$ cat src/rtl/vote_tally_fsm_if.sv
// rtl/vote_tally_fsm_if.sv - voting round handshake and result bus (veto port with VOTE_VETO_EN)
interface vote_tally_fsm_if #(
   parameter int N_VOTERS = 7,
   parameter int CNT_W    = $clog2(N_VOTERS + 1)
);
   logic                start;
   logic [N_VOTERS-1:0] vote;
`ifdef VOTE_VETO_EN
   logic                veto;
`endif
   logic                busy;
   logic                done;
   logic                pass;
   logic [CNT_W-1:0]    tally;

`ifdef VOTE_VETO_EN
   modport master (output start, vote, veto, input busy, done, pass, tally);
   modport slave  (input start, vote, veto, output busy, done, pass, tally);
`else
   modport master (output start, vote, input busy, done, pass, tally);
   modport slave  (input start, vote, output busy, done, pass, tally);
`endif
endinterface

$ cat src/rtl/vote_tally_fsm.sv
// rtl/vote_tally_fsm.sv - timed-window sticky majority voter with registered tally/pass
// Optional veto input enabled by defining VOTE_VETO_EN.
module vote_tally_fsm #(
   parameter int N_VOTERS   = 7,
   parameter int THRESHOLD  = 4,
   parameter int WINDOW_CYC = 16
) (
   input  logic            clk,
   input  logic            rst,
   vote_tally_fsm_if.slave bus
);
   localparam int CNT_W = $clog2(N_VOTERS + 1);
   localparam int WIN_W = (WINDOW_CYC > 1) ? $clog2(WINDOW_CYC) : 1;
   localparam logic [WIN_W-1:0] WIN_LOAD = WIN_W'(WINDOW_CYC - 1);

   localparam logic [1:0] S_IDLE    = 2'd0;
   localparam logic [1:0] S_COLLECT = 2'd1;
   localparam logic [1:0] S_DECIDE  = 2'd2;

   logic [1:0]          state;
   logic [N_VOTERS-1:0] latch;
   logic [WIN_W-1:0]    win_cnt;
   logic                done_r;
   logic                pass_r;
   logic [CNT_W-1:0]    tally_r;
   logic [CNT_W-1:0]    pop;
   logic                pass_c;
   logic                veto_l;

   always_comb begin
      pop = '0;
      for (int i = 0; i < N_VOTERS; i++) begin
         pop = pop + CNT_W'(latch[i]);
      end
   end

   // Compare in 32 bits so THRESHOLD values beyond the tally range still behave.
   always_comb begin
      pass_c = (32'(pop) >= 32'(THRESHOLD)) && !veto_l;
   end

   always_ff @(posedge clk) begin
      if (rst) begin
         state   <= S_IDLE;
         latch   <= '0;
         win_cnt <= '0;
         done_r  <= 1'b0;
         pass_r  <= 1'b0;
         tally_r <= '0;
         veto_l  <= 1'b0;
      end else begin
         done_r <= 1'b0;
         case (state)
            S_IDLE: begin
               if (bus.start) begin
                  latch   <= '0;
                  veto_l  <= 1'b0;
                  win_cnt <= WIN_LOAD;
                  state   <= S_COLLECT;
               end
            end
            S_COLLECT: begin
               latch <= latch | bus.vote;
`ifdef VOTE_VETO_EN
               veto_l <= veto_l | bus.veto;
`endif
               if (win_cnt == '0 || &(latch | bus.vote)) begin
                  state <= S_DECIDE;
               end else begin
                  win_cnt <= win_cnt - 1'b1;
               end
            end
            S_DECIDE: begin
               tally_r <= pop;
               pass_r  <= pass_c;
               done_r  <= 1'b1;
               state   <= S_IDLE;
            end
            default: state <= S_IDLE;
         endcase
      end
   end

   assign bus.busy  = (state == S_COLLECT) || (state == S_DECIDE);
   assign bus.done  = done_r;
   assign bus.pass  = pass_r;
   assign bus.tally = tally_r;
endmodule

$ cat src/flat_wrapper.sv
// flat-port wrapper written by rule: the top's interface ports become plain ports
module vote_tally_fsm_flat 
#(
   parameter int N_VOTERS   = 7,
   parameter int THRESHOLD  = 4,
   parameter int WINDOW_CYC = 16
)
  (clk, rst, bus_start, bus_vote, bus_busy, bus_done, bus_pass, bus_tally);
  vote_tally_fsm_if #(.N_VOTERS(N_VOTERS)) bus_i ();
  input  logic clk;
  input  logic rst;
  input wire logic [$bits(bus_i.start)-1:0] bus_start;
  input wire logic [$bits(bus_i.vote)-1:0] bus_vote;
  output wire logic [$bits(bus_i.busy)-1:0] bus_busy;
  output wire logic [$bits(bus_i.done)-1:0] bus_done;
  output wire logic [$bits(bus_i.pass)-1:0] bus_pass;
  output wire logic [$bits(bus_i.tally)-1:0] bus_tally;
  assign bus_i.start = bus_start;
  assign bus_i.vote = bus_vote;
  assign bus_busy = bus_i.busy;
  assign bus_done = bus_i.done;
  assign bus_pass = bus_i.pass;
  assign bus_tally = bus_i.tally;
  vote_tally_fsm #(.N_VOTERS(N_VOTERS), .THRESHOLD(THRESHOLD), .WINDOW_CYC(WINDOW_CYC)) u_core (.clk(clk), .rst(rst), .bus(bus_i));
endmodule
$ cat config.mk
export PLATFORM = sky130hd
export DESIGN_NAME = vote_tally_fsm_flat
export DESIGN_NICKNAME = d
export VERILOG_FILES = /design/src/rtl/vote_tally_fsm_if.sv /design/src/rtl/vote_tally_fsm.sv /design/src/flat_wrapper.sv
export SDC_FILE = /design/constraint.sdc
export NUM_CORES = 1
export LEC_CHECK = 0
export CAP_MARGIN = 15
export CORE_MARGIN = 2
export CORE_UTILIZATION = 51
export DETAILED_ROUTE_END_ITERATION = 6
export GPL_ROUTABILITY_DRIVEN = 0
export PLACE_DENSITY = 0.77
export SETUP_SLACK_MARGIN = 0.3
export SLEW_MARGIN = 20
export SYNTH_ARGS = -nofsm -noshare
export SYNTH_HDL_FRONTEND = slang
export SYNTH_SLANG_ARGS = --single-unit
$ cat constraint.sdc
create_clock -name clk -period 2.95 [get_ports clk]
set_input_delay 0.7375 -clock clk [delete_from_list [all_inputs] [get_ports clk]]
set_output_delay 0.7375 -clock clk [all_outputs]
set_load 0.02 [all_outputs]
# [Word-level counts from Yosys, hierarchy flattened]
# Cells that the tools add are included.
[op_classes] addsub=7 order_cmp=1 n_eq_ne=5 n_mux=9 bitwise=1 reduce_logical=9
[ops] op="3-bit by 1-bit adder with 3-bit output" count=5
[ops] op="7-bit case mux with 2 select lines" count=1
[ops] op="4-bit 2-to-1 mux" count=2
[ops] op="4-bit case mux with 2 select lines" count=1
[ops] op="7-bit 2-to-1 mux" count=1
[ops] op="7-bit bitwise OR" count=1
[ops] op="7-bit AND reduction" count=1
[ops] op="4-bit zero test" count=1
[ops] op="2-bit 2-to-1 mux" count=2
[ops] op="2-bit inequality test, second input constant" count=2
[ops] op="2-bit case mux with 2 select lines" count=1
[ops] op="2-bit AND reduction" count=2
[ops] op="4-bit by 1-bit subtractor with 4-bit output, second input constant" count=1
[ops] op="3-bit greater-or-equal comparator, second input constant" count=1
[ops] op="3-bit AND reduction" count=1
[ops] op="1-bit by 1-bit adder with 2-bit output" count=1
[ops] op="2-bit by 1-bit == test with 1-bit output, second input constant" count=1
[ops] op="2-bit == test, second input constant" count=1
[ops] op="2-bit zero test" count=1
[ops] op="1-bit logical OR" count=2
[ops] op="2-bit by 1-bit inequality test with 1-bit output, second input constant" count=1
[ops] op="2-bit nonzero test" count=1
[ops] op="1-bit 2-to-1 mux" count=1
[word_totals] reg_bits=18 inputBits=10 output_inout_bits=6 wordCells=38

# [Longest topological paths before layout]
# Gate-level depths: netlist of run 1.
[logic_depth] depth_word=7 ltp_mapped=9 depth_no_buf=9

# [Worst setup path after synthesis of run 1]
# OpenSTA, ideal clock, no wires.
[synth_path] kind="register to register" start="reg u_core.latch[0]" end="reg u_core.pass_r (netlist: u_core.bus.pass)" setup_time_ns=0.086 arrival_time_ns=2.449 required_time_ns=2.864 path_slack_ns=0.416 stages_incl_launch_ff=10 n_path_buf=0 period_less_slack_ns=2.534 cell_sequence="dfxtp_1 -> ha_1 -> inv_1 -> fa_1 -> fa_1 -> inv_1 -> ha_1 -> fa_1 -> xnor2_1 -> a211oi_1"
[synth_via] elab_chain_cells=7
[synth_lines] element="start, declared" line_no="vote_tally_fsm.sv:21" text="logic [N_VOTERS-1:0] latch;"
[synth_lines] element="start signal, assigned" line_no="vote_tally_fsm.sv:63" text="latch <= latch | bus.vote;"
[synth_lines] element="1-bit by 1-bit adder with 2-bit output" line_no="vote_tally_fsm.sv:33" text="pop = pop + CNT_W'(latch[i]);"
[synth_lines] element="3-bit by 1-bit adder with 3-bit output (5 in series)" line_no="vote_tally_fsm.sv:33"
[synth_lines] element="3-bit greater-or-equal comparator" line_no="vote_tally_fsm.sv:39" text="pass_c = (32'(pop) >= 32'(THRESHOLD)) && !veto_l;"
[synth_lines] element="end signal, assigned" line_no="vote_tally_fsm.sv:75" text="pass_r <= pass_c;"
[synth_lines] element="end, declared" line_no="vote_tally_fsm.sv:24" text="logic pass_r;"
# No other way between the ends.
# A chain may end at the register's enable or synchronous reset.

# [Worst setup path in the final report of run 1]
# Ends and elaborated chain as after synthesis.

==> flow_summary_export.csv, run 1 <==
group,metric,value,unit
critical_path,critPathCaptureType,"flop",
critical_path,required,3.15,ns
power,switching_power,0.241,mW
drt,dr_wl_met3,97,µm
logic_synthesis,syn_nets,134,
layout,final_layout_size_suffix_gt1_share,9.38,%
sta,final-hold-violation-count,0,
logic_synthesis,ys_async_sr_fraction,0,%
critical_path,crit_path_max_fanout,4,
global_route,grt_pass1_wl,3180,µm
critical_path,slowest_delay,0.50,ns
floorplanning,start_util,55.3,%
power,p_per_area,570,nW/µm²
power,seq_power_share,43.3,%
critical_path,crit_family,"adder cells",
drt,routedWlPerCell,12.8,µm
sta,slew_viol_final,0,
global_route,grt_pass1_vias,761,
clock_network,hold_buffers,0,
clock_network,cts_root_buf,"clkbuf_4",
layout,final_cell_mix,"17 x a21oi_1, 15 x clkdlybuf4s50_1, 15 x dfxtp_1, 12 x inv_1",
critical_path,critical_path_class,"flop to flop",
clock_network,clkLatencyLatePin,0.29,ns
sta,timing.clock.skew,0.00243,ns
power,leakage,0.442,nW
sta,period_share,88.3,%
critical_path,rr_worst_depth,9,
drt,wl_met2,867,µm
worst_hold_path,hold_path.class,"flop to flop",
critical_path,cpMaxStageDelayCell,"fa_1",
floorplanning,fp.dieArea,2260,µm²
worst_hold_path,min_path_cells,2,
global_route,grt_max_degree,19,
power,peakVddDrop,0.000330,V
logic_synthesis,avgSynthCellArea,8.47,µm²
critical_path,cp-start-kind,"flop",
drt,vias,838,
logic_synthesis,ys_ff_latch,17,
floorplanning,row_count,15,
critical_path,rr_startpoint,"u_core.latch[0]",
power,switching_share,36.5,%
power,pwr-share-clk,19.1,%
layout,fin_area,1160,µm²
logic_synthesis,synth_seq_area_share,35.2,%
placement,dpl.hpwl,1410,µm
clock_network,ctsLongestPathBuffers,2,
drt,viasPerCell,5.48,
layout,post-route-util,66.4,%
worst_hold_path,min_to,"u_core.win_cnt[1]",
layout,final_nets,149,
critical_path,arrival,2.81,ns
sta,finalSetupViolCount,0,
sta,worst_slew_pin_slew,0.662,ns
drt,routed_wl,1960,µm
logic_synthesis,synthCells,114,
critical_path,crit_top_cell,"fa_1",
logic_synthesis,synthFlopType,"dfxtp_1",
sta,max_freq,0.384,GHz
logic_synthesis,synth_area_leaders,"dfxtp_1 35%, ha_1 9.1%, a21oi_1 8.8%",
critical_path,path_buf_inv,2,
drt,dr.pass1.iters,6,
clock_network,cts_setup_buffers,0,
layout,area.growth.synth_to_final,19.9,%
drt,postRouteAntennaNets,0,
global_route,antenna_found_initial,0,
sta,relSlewSlack,55.7,%
clock_network,clk_pin_slew,0.10,ns
critical_path,crit_chain,"ha_1 -> inv_2 -> fa_1 -> fa_1 -> inv_1 -> ha_2 -> fa_2 -> xnor2_1 -> a211oi_1",
drt,drtIter0Drc,19,
logic_synthesis,synth-edff-count,0,
logic_synthesis,yosysWarnings,0,
clock_network,cts_made_buffers,3,
layout,antenna_cells,0,
placement,dpl_cell_area,1120,µm²
placement,port_buffers,15,
power,total_power,0.660,mW
worst_hold_path,hold_start,"u_core.win_cnt[1]",
clock_network,cts_sinks,17,
logic_synthesis,synth_cell_types,31,
critical_path,r2r_slack,0.35,ns
sta,finalSetupTns,0,ns
critical_path,crit-reg2reg-capture,"u_core.bus.pass",
clock_network,cts_tree,"done",
logic_synthesis,syn_area,966,µm²
floorplanning,boundaryPins,16,
floorplanning,die_height,47.5,µm
power,p_int,0.419,mW
logic_synthesis,yosysTopAreaCell,"dfxtp_1",
sta,rsz0062_at_grt,"true",
run_status,status,"finished, final reports clean",
power,comb_power_share,37.6,%
sta,fin_crit,2.60,ns
drt,met1_length,962,µm
logic_synthesis,yosys.area.top_type_share,35.2,%
flow_run,drv_cap,0,
floorplanning,die_x,47.5,µm
global_route,grt.total_usage,20.2,%
drt,highest_layer,"met4",
clock_network,htree_levels,1,
floorplanning,coreArea,1750,µm²
layout,final_common_cell,"a21oi_1",
drt,drc_errors,0,
sta,whs,0.507,ns
global_route,overflow,0,
## sequential cells by signal, indices dropped and copies added, names as in the netlist
name	cells
u_core.latch	7
u_core.bus.tally	2
u_core.win_cnt	4
u_core.bus.pass	1
u_core.state	2
u_core.bus.done	1
## metrics by stage
step | worst slack, ns | cells
floorplan | 0.416 | 114
global placement | 0.371 | 149
detailed placement | 0.291 | 149
CTS | 0.314 | 153
global route | 0.250 | 153
finish | 0.346 | 153
## worst reg2reg max path: stages, from the launching register on
cell and delay, ns:
dfxtp_2 0.35, ha_1 0.28, inv_2 0.04, fa_1 0.46
fa_1 0.50, inv_1 0.04, ha_2 0.16, fa_2 0.33
xnor2_1 0.13, a211oi_1 0.22
## what timing repair did
item                       in CTS  in global routing
hold endpoints to repair        0                  0
setup endpoints to repair       1                  2
pin swaps                       1                  2
gates resized for setup         1                  4
## cells in the mapped netlist, types with 2 or more instances
| master | number |
|---|---|
| a311oi_1 | 2 |
| clkbuf_1 | 4 |
| nor2_1 | 9 |
| nor4_1 | 2 |
| o21ai_1 | 3 |
| o22ai_1 | 3 |
| fa_1 | 3 |
| nand2_1 | 3 |
| dfxtp_1 | 17 |
| nor3_1 | 9 |
| nor2b_1 | 2 |
| ha_1 | 7 |
| inv_1 | 13 |
| mux2i_1 | 3 |
| a21oi_1 | 17 |
| a211oi_1 | 2 |
## power by group through the flow
| stage | clock network [mW] | registers (mW) | logic (mW) |
|---|---|---|---|
| 3_5_place_dp | 0 | 0.289 | 0.246 |
| 4_1_cts | 0.130 | 0.285 | 0.246 |
| 2_1_floorplan | 0 | 0.287 | 0.180 |
| 6_report | 0.126 | 0.286 | 0.248 |
| 3_3_place_gp | 0 | 0.288 | 0.236 |
| 5_1_grt | 0.141 | 0.289 | 0.278 |
## layout make-up
class | instances | area (µm²)
Multi-Input combinational cell | 78 | 556
Timing Repair Buffer | 15 | 150
Tap cell | 25 | 31.3
Fill cell | 152 | 587
Inverter | 14 | 52.6
Clock buffer | 4 | 26.3
Sequential cell | 17 | 343
## routing by layer
layer / vias up / global-route usage [%]
met4: 0 / 6.67
met5: - / 0
li1: 429 / -
met1: 382 / 26.0
met3: 4 / 3.40
met2: 23 / 34.1
## worst max path at each step
stage,start,endpoint,slack [ns],cells after the start
2_1_floorplan,u_core.latch[0],u_core.bus.pass,0.42,9
3_3_place_gp,u_core.latch[0],u_core.bus.pass,0.37,9
3_5_place_dp,u_core.latch[0],u_core.bus.pass,0.29,9
4_1_cts,u_core.latch[0],u_core.bus.pass,0.31,9
5_1_grt,u_core.latch[0],u_core.bus.pass,0.25,9
6_report,u_core.latch[0],u_core.bus.pass,0.35,9
## logic make-up after synthesis
kind of cell | share of synthesized area (%)
mux | 3.11
buf+inv | 7.77
fa+ha+maj | 15.3
compound gates | 20.9
xor+xnor | 0.907
simple gates | 16.8
flops | 35.2
(Power assumes the default switching activity.)
==> run 2: changes to the inputs <==
- GPL_TIMING_DRIVEN: default -> 0
- clock period: 2.95 -> 2.6 ns (I/O delays scaled with it)
==> run 2 against run 1 <==
Setup slack got worse by 0.26 ns; global-route usage is essentially flat; total power is 15% higher; worst hold slack worse by 0.013 ns; first-iteration DRC count increased by 37%; sequential cell count stayed put; cell area rose by 3.7%; via count up 6.6%; register-to-register slack got worse by 0.26 ns; critical endpoint unchanged; largest power group unchanged.
==> flow_summary_export.csv, run 2 (synthesis gave the netlist of run 1 again) <==
group,metric,value,unit
global_route,grt_pass1_vias,739,
layout,final_layout_size_suffix_gt1_share,11.9,%
sta,rsz0062_at_grt,"true",
critical_path,cp-start-kind,"flop",
sta,finalSetupViolCount,0,
drt,routedWlPerCell,12.6,µm
layout,final_nets,155,
critical_path,slowest_delay,0.49,ns
layout,final_cell_mix,"17 x a21oi_1, 15 x dfxtp_1, 13 x clkdlybuf4s50_1, 12 x inv_1",
critical_path,critPathCaptureType,"flop",
placement,dpl_cell_area,1140,µm²
layout,largest_reg_flops,7,
global_route,grt_max_degree,11,
layout,post-route-util,68.8,%
placement,port_buffers,14,
floorplanning,row_count,15,
placement,place_worst_setup_slack,0.0222,ns
critical_path,crit_chain,"ha_4 -> inv_2 -> fa_1 -> fa_1 -> inv_1 -> ha_2 -> fa_2 -> xnor2_1 -> a211oi_1",
power,p_per_area,631,nW/µm²
clock_network,ctsLongestPathBuffers,2,
drt,postRouteAntennaNets,0,
global_route,grt.total_usage,20.1,%
clock_network,cts_tree,"done",
clock_network,clk_pin_slew,0.10,ns
sta,finalWorstSetupSlack,0.0820,ns
layout,area.growth.synth_to_final,24.4,%
global_route,overflow,0,
clock_network,cts_made_buffers,3,
drt,vias,893,
critical_path,arrival,2.73,ns
sta,timing.clock.skew,0.00236,ns
drt,routed_wl,2000,µm
global_route,grt_pass1_wl,3150,µm
drt,drc_errors,0,
layout,biggestRegsByFlops,"u_core.latch (7), u_core.win_cnt (4)",
clock_network,clkLatencyLatePin,0.29,ns
critical_path,crit_family,"adder cells",
critical_path,cpMaxStageDelayCell,"fa_1",
drt,drtIter0Drc,26,
global_route,antenna_found_initial,0,
clock_network,hold_buffers,0,
flow_run,drv_cap,0,
power,leakage,0.470,nW
layout,final_cells,159,
layout,antenna_cells,0,
worst_hold_path,hold_path.class,"flop to flop",
sta,max_freq,0.397,GHz
floorplanning,coreArea,1750,µm²
placement,dpl.hpwl,1460,µm
critical_path,crit_top_cell,"fa_1",
clock_network,cts_sinks,17,
clock_network,cts_root_buf,"clkbuf_4",
critical_path,crit_path_max_fanout,2,
floorplanning,die_x,47.5,µm
layout,top_register,"u_core.latch",
floorplanning,die_height,47.5,µm
critical_path,path_buf_inv,2,
floorplanning,start_util,55.3,%
sta,worst_slew_pin_slew,0.459,ns
floorplanning,boundaryPins,16,
run_status,status,"finished, final reports clean",
layout,fin_area,1200,µm²
sta,slew_viol_final,0,
sta,relSlewSlack,69.4,%
floorplanning,fp.dieArea,2260,µm²
sta,fin_crit,2.52,ns
sta,period_share,96.8,%
power,peakVddDrop,0.000405,V
drt,viasPerCell,5.62,
critical_path,critical_path_class,"flop to flop",
layout,final_common_cell,"a21oi_1",
sta,final-hold-violation-count,0,
placement,dp.cells,153,
clock_network,htree_levels,1,
critical_path,required,2.81,ns
drt,dr.pass1.iters,4,
==> run 2: changes by cell type in the layout (fill, tap and decap cells not counted), sizes merged <==
cell           before  now
buf                 0    3
clkbuf              4    8
clkdlybuf4s50      15   13
dlymetal6s2s        0    1
==> run 2: area by class of cell <==
| class | instances | area (µm²) |
|---|---|---|
| fillers | 143 | 544 |
| inverters | 14 | 52.6 |
| repair buffers | 16 | 158 |
| multi-input cells | 78 | 568 |
| clock buffers | 4 | 26.3 |
| flip-flops and latches | 17 | 343 |
| well taps | 25 | 31.3 |
| plain buffers | 5 | 22.5 |
==> run 2: worst reg2reg max path, cell delays in order (launching register included) <==
cell and delay, ns:
dfxtp_2 0.35, ha_4 0.26, inv_2 0.03, fa_1 0.45
fa_1 0.49, inv_1 0.04, ha_2 0.16, fa_2 0.33
xnor2_1 0.14, a211oi_1 0.18
==> run 2: path summary, 6_finish.rpt <==
check                           cells past startpoint  slack, ns                 to               from
worst max register to register                      9       0.08    u_core.bus.pass    u_core.latch[1]
worst min register to register                      2       0.49  u_core.win_cnt[1]  u_core.win_cnt[1]
worst min-delay path                                2       0.49  u_core.win_cnt[1]  u_core.win_cnt[1]
worst max-delay path                                9       0.08    u_core.bus.pass    u_core.latch[1]
==> run 2: repair_timing <==
item | CTS | global route
setup buffers | 2 | 0
pin swaps | 2 | 1
gates resized for setup | 3 | 1
endpoints found under the setup margin | 2 | 3
==> run 2: per-layer routing <==
layer / vias to the layer above / GRT usage [%] / wire [µm]
met2: 37 / 30.8 / 921
met3: 2 / 3.40 / 132
met1: 410 / 28.1 / 929
li1: 444 / - / -
met4: 0 / 8.33 / 15
met5: - / 0 / 0
==> run 2: power by group <==
group | switching, mW | internal (mW)
clock network | 0.0832 | 0.0596
registers | 0.0316 | 0.292
logic | 0.162 | 0.128
==> run 2: stage by stage <==
| stage | hold slack (ns) | power (mW) | setup TNS, ns |
|---|---|---|---|
| after floorplan | 0.460 | 0.532 | 0 |
| after global placement | 0.472 | 0.602 | 0 |
| after detailed placement | 0.482 | 0.611 | 0 |
| after CTS | 0.497 | 0.761 | 0 |
| after global routing | 0.544 | 0.810 | -0.00943 |
| final | 0.495 | 0.757 | 0 |
==> RTL change (flow settings as in run 1) <==
`N_VOTERS` is set to 7 in 3 places; all go to 8.
--- a/src/rtl/vote_tally_fsm_if.sv
+++ b/src/rtl/vote_tally_fsm_if.sv
@@ -1,6 +1,6 @@
 // rtl/vote_tally_fsm_if.sv - voting round handshake and result bus (veto port with VOTE_VETO_EN)
 interface vote_tally_fsm_if #(
-   parameter int N_VOTERS = 7,
+   parameter int N_VOTERS = 8,
    parameter int CNT_W    = $clog2(N_VOTERS + 1)
 );
    logic                start;
--- a/src/rtl/vote_tally_fsm.sv
+++ b/src/rtl/vote_tally_fsm.sv
@@ -1,7 +1,7 @@
 // rtl/vote_tally_fsm.sv - timed-window sticky majority voter with registered tally/pass
 // Optional veto input enabled by defining VOTE_VETO_EN.
 module vote_tally_fsm #(
-   parameter int N_VOTERS   = 7,
+   parameter int N_VOTERS   = 8,
    parameter int THRESHOLD  = 4,
    parameter int WINDOW_CYC = 16
 ) (
--- a/src/flat_wrapper.sv
+++ b/src/flat_wrapper.sv
@@ -1,7 +1,7 @@
 // flat-port wrapper written by rule: the top's interface ports become plain ports
 module vote_tally_fsm_flat 
 #(
-   parameter int N_VOTERS   = 7,
+   parameter int N_VOTERS   = 8,
    parameter int THRESHOLD  = 4,
    parameter int WINDOW_CYC = 16
 )
Ports: changed (resized bus_tally and bus_vote); port bits go from 16 to 18. The function was not compared with the original's and may differ.
==> RTL change against run 1 <==
- worst setup slack worse by 0.14 ns
- sequential cell count is 3 higher
- routed wire length is 30% higher
- fmax is 5.3% lower
- clock power is 81% higher
- total power is 33% higher
- design area is 21% higher
- sequential share of layout area is 0.87 points lower
- clock skew is 0.0037 ns higher
- synthesized area is 16% higher
- critical endpoint is now u_core.bus.tally[1]
- largest cell class unchanged
- largest power group unchanged
==> RTL change: results (changes against run 1) <==
- DRT Pass-1 Iters: 4 (-2)
- Max FO, Critical Path: 2 (-2)
- Root buffer cell: clkbuf_4
- Adder-cell area share of the yosys netlist: 15.0% (-0.33 points)
- Gr usage total: 21.6% (+1.4 points)
- Yosys warns: 0 (unchanged)
- Synth Area in Compound Gates: 22.4% (+1.6 points)
- First-pass GRT wire length: 4180 µm (+31%)
- Commonest cells in the netlist: dfxtp_1 (20), a21oi_1 (19), inv_1 (17), nor3_1 (10), ha_1 (7)
- Share of cells above drive strength 1: 12.9% (+3.6 points)
- Final ANT Viol Nets: 0 (unchanged)
- Met2 WL: 1260 µm (+45%)
- Critical Path AT: 2.99 ns (+0.18 ns)
- RR Endpoint: u_core.bus.tally[1]
- Hold_sp: u_core.bus.tally[2]
- Clock Latency Late Sink: 0.31 ns (+0.02 ns)
- Hold slack: 0.483 ns (-0.0241 ns)
- Cell family with most CP delay: adder cells
- DPL Wire Length: 1760 µm (+25%)
- Post-synth net total: 151 (+13%)
- Wire length on met1: 1170 µm (+22%)
- DR iter-0 viols: 11 (-8)
- Port buffer count: 17 (+2)
- Clock skew after layout: 0.00611 ns (+0.00369 ns)
- WHS Endpoint: u_core.bus.tally[2]
- XOR/XNOR share of the synthesized area: 0.781% (-0.13 points)
- Dpl ws: 0.200 ns (-0.0906 ns)
- Leakage: 0.000526 µW (+19%)
- Clock-pin slew on the worst setup and hold paths: 0.12 ns (+0.02 ns)
- Synth unique cells: 30 (-3.2%)
- Htree depth: 1 (unchanged)
- Vias per Instance: 5.80 (+6.0%)
- Fin nets: 170 (+14%)
- Internal power: 575 µW (+37%)
- Top post-synthesis cells by area: dfxtp_1 (36%), a21oi_1 (8.5%), ha_1 (7.8%), fa_1 (7.1%), inv_1 (5.7%)
- Area post-placement: 1310 µm² (+17%)
- Register area share after synthesis: 35.7% (+0.48 points)
- Met3 usage: 2.92% (-0.47 points)
- Slew headroom: 59.0% (+3.3 points)
- Worst IR drop on VDD: 0.386 mV (+17%)
- Most flop-heavy register: u_core.latch
- Pin count of the biggest net entering global routing: 17 (-2)
- Hold Path Stages: 2 (unchanged)
- R2R cell count: 9 (unchanged)
- Metal3 WL: 67 µm (-31%)
- CP peak stage delay: 0.50 ns (about the same)
- Antenna Cells: 0 (unchanged)
- Vias in the first global route: 993 (+30%)
- Status: finished, final reports clean
- M2 GR Usage: 37.9% (+3.9 points)
- Mux share of post-synthesis cell area: 1.79% (-1.3 points)
- Launching point of the worst reg2reg path: u_core.latch[1]
- Routed WL: 2550 µm (+30%)
- Initial antenna violation count: 0 (unchanged)
- Max FFs per register: 8 (+1)
- DR top layer: met4
- GR Util met1: 25.3% (-0.77 points)
-- RTL change: through the flow --
step | power (µW) | instances
2_1_floorplan | 556 | 129
3_3_place_gp | 629 | 168
3_5_place_dp | 635 | 168
4_1_cts | 878 | 174
5_1_grt | 932 | 174
6_report | 879 | 174
-- RTL change: worst max path at each step --
stage,start,to,slack (ns),cells after the start
final,u_core.latch[1],u_core.bus.tally[1],0.20,9
after global routing,u_core.latch[0],u_core.bus.tally[1],0.13,9
after CTS,u_core.latch[1],u_core.bus.tally[1],0.18,9
after detailed placement,u_core.latch[0],u_core.bus.tally[1],0.20,9
after global placement,u_core.latch[0],u_core.bus.tally[1],0.26,9
after floorplan,u_core.latch[0],u_core.bus.tally[1],0.30,9
-- RTL change: area by class of cell --
cell class	instances	area (µm²)
multi-input combinational	86	657
fill	163	619
sequential	20	403
timing repair buffer	20	193
inverter	17	63.8
tap	27	33.8
clock inverter	1	30.0
clock buffer	3	22.5
-- RTL change: power groups by stage --
stage	clock [µW]	combinational [µW]	sequential, µW
finish	228	315	336
global route	242	348	342
CTS	234	309	335
detailed placement	0	295	340
global placement	0	290	339
floorplan	0	218	338
-- RTL change: worst register-to-register path: cells and delay by family (launching register included) --
family          cells  cell delay, ns
buf+inv             3            0.15
fa+ha+maj           5            1.98
compound gates      1            0.19
flops               1            0.35
-- RTL change: kinds of logic after synthesis --
kind of cell	Yosys count
mux	2
xor+xnor	1
flops	20
simple gates	32
buf+inv	23
compound gates	40
fa+ha+maj	11
-- RTL change: repair_timing --
item,4_1_cts,5_1_grt
gates resized for setup,6,0
hold buffers,0,0
endpoints found under the setup margin,3,3
buffers inserted,2,0
pin swaps,5,3
